===== config.mk =====
export PLATFORM = sky130hd
export DESIGN_NAME = incdec_seq
export DESIGN_NICKNAME = d
export VERILOG_FILES = /design/src/rtl/incdec_seq.sv
export SDC_FILE = /design/constraint.sdc
export NUM_CORES = 1
export LEC_CHECK = 0
export ABC_AREA = 1
export CELL_PAD_IN_SITES_DETAIL_PLACEMENT = 2
export CELL_PAD_IN_SITES_GLOBAL_PLACEMENT = 2
export CORE_MARGIN = 1
export CORE_UTILIZATION = 32
export CTS_CLUSTER_SIZE = 30
export DETAILED_ROUTE_END_ITERATION = 10
export GPL_ROUTABILITY_DRIVEN = 0
export PLACE_DENSITY_LB_ADDON = 0.08
export SYNTH_ARGS = -nofsm -noshare
export SYNTH_HDL_FRONTEND = slang
export SYNTH_SLANG_ARGS = --single-unit

===== constraint.sdc =====
create_clock -name clk -period 3.8 [get_ports clk]
set_input_delay 0.57 -clock clk [delete_from_list [all_inputs] [get_ports clk]]
set_output_delay 0.57 -clock clk [all_outputs]
set_load 0.03 [all_outputs]

===== src/rtl/incdec_seq.sv =====
// Sequenced pointer increment/decrement unit: NREG address registers updated by
// LOAD or repeated +/-1 / +/-2 steps, one command at a time, with done/wrap status.
module incdec_seq #(
  parameter int DATASIZE = 16,
  parameter int NREG     = 2,
  parameter int SELW     = 1,
  parameter int CNTW     = 4
) (
  input  logic                clk,
  input  logic                rst_n,
  input  logic                cmd_valid,
  output logic                cmd_ready,
  input  logic [SELW-1:0]     cmd_sel,
  input  logic [1:0]          cmd_op,
  input  logic                cmd_step2,
  input  logic [CNTW-1:0]     cmd_count,
  input  logic [DATASIZE-1:0] cmd_data,
  input  logic [SELW-1:0]     rd_sel,
  output logic [DATASIZE-1:0] rd_data,
  output logic                done,
  output logic                wrap
);

  // state  | meaning
  // S_IDLE | ready; LOAD/NOP complete here, INC/DEC launch into S_RUN
  // S_RUN  | applying one step per clock until rem_q runs out
  typedef enum logic {S_IDLE, S_RUN} state_t;

  localparam logic [1:0] OP_LOAD = 2'b00;
  localparam logic [1:0] OP_INC  = 2'b01;
  localparam logic [1:0] OP_DEC  = 2'b10;
  localparam logic [1:0] OP_NOP  = 2'b11;

  state_t              state_q, state_d;
  logic [SELW-1:0]     sel_q, sel_d;
  logic                dec_q, dec_d;
  logic                step2_q, step2_d;
  logic [CNTW-1:0]     rem_q, rem_d;
  logic                wrap_q, wrap_d;
  logic                done_q, done_d;
  logic [DATASIZE-1:0] regs_q [NREG];
  logic [DATASIZE-1:0] regs_d [NREG];

  logic [DATASIZE-1:0] cur_val;
  logic                sel_hit;
  logic [DATASIZE-1:0] step_val;
  logic [DATASIZE:0]   step_res;
  logic                accept;

  assign cmd_ready = (state_q == S_IDLE);
  assign accept    = cmd_valid && cmd_ready;
  assign done      = done_q;
  assign wrap      = wrap_q;

  always_comb begin
    rd_data = '0;
    for (int i = 0; i < NREG; i++) begin
      if (rd_sel == SELW'(i)) rd_data = regs_q[i];
    end
  end

  // Out-of-range selects never match, so they step without touching any register.
  always_comb begin
    cur_val = '0;
    sel_hit = 1'b0;
    for (int i = 0; i < NREG; i++) begin
      if (sel_q == SELW'(i)) begin
        cur_val = regs_q[i];
        sel_hit = 1'b1;
      end
    end
  end

  // The extra MSB of step_res is the carry (INC) or borrow (DEC).
  assign step_val = step2_q ? DATASIZE'(2) : DATASIZE'(1);
  assign step_res = dec_q ? ({1'b0, cur_val} - {1'b0, step_val})
                          : ({1'b0, cur_val} + {1'b0, step_val});

  always_comb begin
    state_d = state_q;
    sel_d   = sel_q;
    dec_d   = dec_q;
    step2_d = step2_q;
    rem_d   = rem_q;
    wrap_d  = wrap_q;
    done_d  = 1'b0;
    regs_d  = regs_q;
    case (state_q)
      S_IDLE: begin
        if (accept) begin
          wrap_d  = 1'b0;
          sel_d   = cmd_sel;
          dec_d   = (cmd_op == OP_DEC);
          step2_d = cmd_step2;
          case (cmd_op)
            OP_LOAD: begin
              for (int i = 0; i < NREG; i++) begin
                if (cmd_sel == SELW'(i)) regs_d[i] = cmd_data;
              end
              done_d = 1'b1;
            end
            OP_INC, OP_DEC: begin
              state_d = S_RUN;
              rem_d   = (cmd_count == '0) ? CNTW'(1) : cmd_count;
            end
            OP_NOP:  done_d = 1'b1;
            default: done_d = 1'b1;
          endcase
        end
      end
      S_RUN: begin
        rem_d = rem_q - CNTW'(1);
        if (sel_hit) begin
          for (int i = 0; i < NREG; i++) begin
            if (sel_q == SELW'(i)) regs_d[i] = step_res[DATASIZE-1:0];
          end
          if (step_res[DATASIZE]) wrap_d = 1'b1;
        end
        if (rem_q <= CNTW'(1)) begin
          state_d = S_IDLE;
          done_d  = 1'b1;
        end
      end
      default: state_d = S_IDLE;
    endcase
  end

  always_ff @(posedge clk or negedge rst_n) begin
    if (!rst_n) begin
      state_q <= S_IDLE;
      sel_q   <= '0;
      dec_q   <= 1'b0;
      step2_q <= 1'b0;
      rem_q   <= '0;
      wrap_q  <= 1'b0;
      done_q  <= 1'b0;
      regs_q  <= '{default: '0};
    end else begin
      state_q <= state_d;
      sel_q   <= sel_d;
      dec_q   <= dec_d;
      step2_q <= step2_d;
      rem_q   <= rem_d;
      wrap_q  <= wrap_d;
      done_q  <= done_d;
      regs_q  <= regs_d;
    end
  end

endmodule


==> results of run 1 <==
[synthesized netlist by cell type, drive strengths merged]
master   number  area, um^2
a211oi        1        7.51
a21oi        14        73.8
a31oi         2        12.5
buf           8        40.0
clkbuf        7        26.3
clkinv        1        3.75
dfrtp        42        1050
fa            1        20.0
ha           20         250
inv          82         308
nand2       180         676
nand3        45         225
nand4         5        31.3
nor2         22        92.6
nor3          7        35.0
o2111ai       1        8.76
o21ai        62         310
o221ai        1        8.76
o41ai         1        8.76
or2           9        56.3
xnor2         1        8.76
xor2          1        8.76
[cells in the final DEF (no fill, tap or decap), drive strengths merged, types with 2 or more instances in the layout]
cell           count
or2                9
inv               82
ha                20
nand2            180
nor3               7
nor2              22
buf                6
nand3             45
clkinvlp           2
clkdlybuf4s50     45
o21ai             62
nand4              5
dfrtp             42
a31oi              2
a21oi             14
clkbuf             5
[metrics by stage]
| stage | instance area [um^2] | hold WS (ns) | std cells |
|---|---|---|---|
| finish | 3940 | 0.428 | 689 |
| global route | 3940 | 0.505 | 689 |
| CTS | 3940 | 0.467 | 689 |
| detailed placement | 3860 | 0.479 | 682 |
| global placement | 3860 | 0.463 | 682 |
| floorplan | 3260 | 0.274 | 513 |
[layout make-up]
| class | instances | area [um^2] |
|---|---|---|
| Timing Repair Buffer | 51 | 493 |
| Tap cell | 133 | 166 |
| Multi-Input combinational cell | 373 | 1830 |
| Clock inverter | 2 | 15.0 |
| Clock buffer | 5 | 68.8 |
| Inverter | 83 | 312 |
| Sequential cell | 42 | 1050 |
| Fill cell | 1280 | 5880 |
[state kept, by name, summed over array words and instances (netlist names)]
register,count
step2_q,1
regs_q,32
wrap,1
state_q,1
sel_q,1
dec_q,1
done,1
rem_q,4
[layer usage]
metal | GRT usage, % | up-vias | routed length [um]
li1 | - | 1710 | -
met1 | 28.7 | 1696 | 5370
met2 | 40.5 | 40 | 5300
met4 | 4.55 | 0 | 95
met5 | 0 | - | 0
met3 | 2.58 | 7 | 241
[critical path, cell delays in order (launching register included)]
cell,delay [ns]
dfrtp_1,0.87
buf_4,0.33
o21ai_0,0.12
ha_1,0.38
or2_2,0.32
nand3_1,0.14
nand2_1,0.14
nand2_1,0.15
nand2_1,0.08
nand2_1,0.06
nand3_1,0.09
nand3_1,0.10
nand2_1,0.05
[final timing paths]
check / from / endpoint / depth (start not counted) / slack [ns]
worst max-delay path: sel_q / regs_q[31] / 12 / 0.87
worst min-delay path: rst_n / regs_q[0] / 1 / 0.43
worst max register to register: sel_q / regs_q[31] / 12 / 0.87
worst min register to register: regs_q[29] / regs_q[29] / 2 / 0.50
max in group asynchronous: rst_n / regs_q[29] / 1 / 2.74
min in group clk: regs_q[29] / regs_q[29] / 2 / 0.50
[logic make-up (layout without fill, tap and decap cells)]
| kind of cell | after synthesis | in the layout | share of synthesized area [%] |
|---|---|---|---|
| XOR/XNOR | 2 | 2 | 0.537 |
| buffers and inverters | 98 | 141 | 11.6 |
| flip-flops | 42 | 42 | 32.2 |
| AND/OR/NAND/NOR | 268 | 268 | 34.2 |
| adder cells (fa/ha/maj) | 21 | 21 | 8.28 |
| AO/OA/AOI/OAI | 82 | 82 | 13.2 |
==> flow_summary.yaml, run 1 <==
outcome:
  outcome: "complete, no violations"
clock_tree:
  cts_setup_buffers: 0
  clkSlewWorstSetupHoldPaths_ns: 0.09
  clock-sinks: 42
  hold_buffers: 0
  cts-root-buf: "clkbuf_8"
  cts_resized: 0
  htreeDepth: 2
  cts_tree: "yes"
  insertion_delay_ns: 0.31
  cts_max_path_buffers: 2
  cts_made_buffers: 5
setup_path:
  worstPathArrival_ns: 3.14
  worst-endpoint-required_ns: 4.01
  cp-end-kind: "flop"
  critPathMaxFanout: 21
  start_kind: "flop"
  path_class: "flop to flop"
cells_and_area:
  antenna_cells: 0
  nets: 605
  area_growth_pct: 20.7
  utilization_pct: 40.1
  drive_above_1_share_pct: 5.04
route:
  drc: 0
  drtIter0Drc: 90
  first_pass_iters: 4
  vias: 3453
  wl_per_cell_um: 16.0
  drt_wl_total_um: 11000
  viasPerCell: 5.01
  ant_nets: 0
timing:
  max_freq_mhz: 341
  finalHoldViolations: 0
  fin_crit_sh_pct: 77.1
  worst_pin_slew_ns: 1.02
  rsz0062_at_grt: "no"
  fin_crit_ns: 2.93
  setup_viol: 0
  finClkSkew_ns: 0.0106
  drv_slew: 0
  tns_ns: 0
  worst_slack_ns: 0.869
  relSlewSlack_pct: 32.3
global_routing:
  grt_pass1_wl_um: 18000
  grt_overflow: 0
  grt_pass1_vias: 3644
  antenna_found_initial: 0
  track_usage_pct: 22.4
  grt_max_degree: 43
synth:
  ys_ff_latch: 42
  syn_area_per_cell_um2: 6.36
  yosys.cell_types.count: 27
  synthCells: 513
  syn-num-nets: 562
  ys_seq_area_share_pct: 32.2
  syn_area_mm2: 0.00326
  yosysWarnings: 0
floorplan:
  dieArea_mm2: 0.0106
  ios: 47
  die_height_um: 103
  dieWidth_um: 103
  fp.coreArea_mm2: 0.00982
  initial_core_util_pct: 33.2
  num_rows: 36
hold_path:
  worstHoldPathType: "input port to async pin"
placement:
  dp.final_hpwl_um: 8560
  numPortBuffers: 46
  post-place-ws_ns: 0.891
flow_run:
  maxCapViolations: 0
Power of run 1 is not shown: default switching activity piles up to over one toggle a cycle in this logic, so the estimate is an artifact.
==> run 2, diff against run 1 <==
Settings changed: CORE_UTILIZATION 32 to 30.
Clock period 3.8 ns to 2.8 ns, I/O delays scaled along.
==> flow_summary.yaml, run 2 (synthesis gave the netlist of run 1 again) <==
timing:
  tns_ns: 0
  rsz0062_at_grt: "no"
  relSlewSlack_pct: 31.0
  finalHoldViolations: 0
  finClkSkew_ns: 0.0103
  max_freq_mhz: 397
  drv_slew: 0
  setup_viol: 0
  fin_crit_ns: 2.52
  whs_ns: 0.282
  worst_pin_slew_ns: 1.04
  fin_crit_sh_pct: 89.9
clock_tree:
  cts_tree: "yes"
  insertion_delay_ns: 0.31
  cts_made_buffers: 5
  cts_max_path_buffers: 2
  cts_resized: 0
  hold_buffers: 0
  cts_setup_buffers: 0
  htreeDepth: 2
  cts-root-buf: "clkbuf_8"
  clock-sinks: 42
  clkSlewWorstSetupHoldPaths_ns: 0.09
cells_and_area:
  top_register: "regs_q"
  antenna_cells: 0
  utilization_pct: 37.8
  mostFrequentLayoutCells: "nand2_1, inv_1, o21ai_0"
  drive_above_1_share_pct: 8.42
  largest_reg_flops: 32
  area_growth_pct: 20.6
  instances_no_fill: 694
  nets: 606
  multi_input_area_mm2: 0.00183
  num-fill-cells: 1303
  final_common_cell: "nand2_1"
  register_area_mm2: 0.00105
  top_regs: "regs_q: 32 flops, rem_q: 4 flops"
setup_path:
  critPathMaxFanout: 12
  ff2ff_path_depth: 12
  worstPathArrival_ns: 2.73
  cp-end-kind: "flop"
  path_class: "flop to flop"
  worst-endpoint-required_ns: 3.01
  rrSetupSlack_ns: 0.28
  start_kind: "flop"
route:
  drtIter0Drc: 109
  wl_per_cell_um: 16.3
  drt_wl_total_um: 11300
  drc: 0
  vias: 3433
  ant_nets: 0
  viasPerCell: 4.95
  first_pass_iters: 4
hold_path:
  worstHoldPathType: "input port to async pin"
placement:
  dp.cells: 686
  dp.final_hpwl_um: 8820
  numPortBuffers: 46
global_routing:
  grt_use_met3_pct: 2.88
  track_usage_pct: 21.2
  grt_util_met1_pct: 28.2
  grt_overflow: 0
  grt_pass1_vias: 3687
  grt_pass1_wl_um: 18600
  gr-max-usage-layer: "met2"
  antenna_found_initial: 0
  grt_max_degree: 43
  use_met2_pct: 36.9
floorplan:
  num_rows: 37
  initial_core_util_pct: 31.3
  ios: 47
  die_height_um: 106
  dieArea_mm2: 0.0113
  fp.coreArea_mm2: 0.0104
  dieWidth_um: 106
flow_run:
  maxCapViolations: 0
outcome:
  outcome: "complete, no violations"
[run 2: cell count changes in the layout (fill, tap and decap cells not counted)]
cell             before  now
clkdlybuf4s50_1      45   29
clkinv_2              0    1
buf_4                 5   21
clkbuf_8              5    6
dfrtp_2               0    1
clkinvlp_4            2    1
buf_12                0    1
dfrtp_1              42   41
[run 2: area by class of cell]
type                       instances  area share, %
clock buffer                       6           2.10
clock inverter                     2          0.318
inverter                          83           7.91
multi-input combinational        373           46.6
sequential                        42           26.7
tap                              136           4.32
timing repair buffer              52           12.0
[run 2: metrics by stage]
stage	setup slack, ns	area, um^2
2_1_floorplan	0.541	3260
3_3_place_gp	0.281	3840
3_5_place_dp	0.204	3840
4_1_cts	0.174	3940
5_1_grt	0.101	3940
6_report	0.284	3940
[run 2: critical path: stages, from the launching register on]
cell,delay [ns]
dfrtp_2,0.51
buf_4,0.24
o21ai_0,0.12
ha_1,0.39
or2_2,0.33
nand3_1,0.15
nand2_1,0.13
nand2_1,0.13
nand2_1,0.07
nand2_1,0.06
nand3_1,0.12
nand3_1,0.12
nand2_1,0.05
[run 2: worst paths after layout]
path                       startpoint         end
setup / recovery                sel_q  regs_q[15]
max in group asynchronous       rst_n       sel_q
hold reg to reg            regs_q[29]  regs_q[29]
min in group clk           regs_q[29]  regs_q[29]
setup reg to reg                sel_q  regs_q[15]
hold / removal                  rst_n  regs_q[16]
[run 2: layer usage]
layer | routed length, um | vias to the layer above
li1 | - | 1708
met1 | 5470 | 1674
met2 | 5440 | 46
met3 | 309 | 5
met4 | 78 | 0
met5 | 0 | -
Power of run 2 is left out for the same reason.
==> run 3, diff against run 2 <==
Settings changed: HOLD_SLACK_MARGIN from default to 0.15.
==> results of run 3 <==
Final layout, timing and power as in run 2 (identical DEF).
Power of run 3 is left out for the same reason.
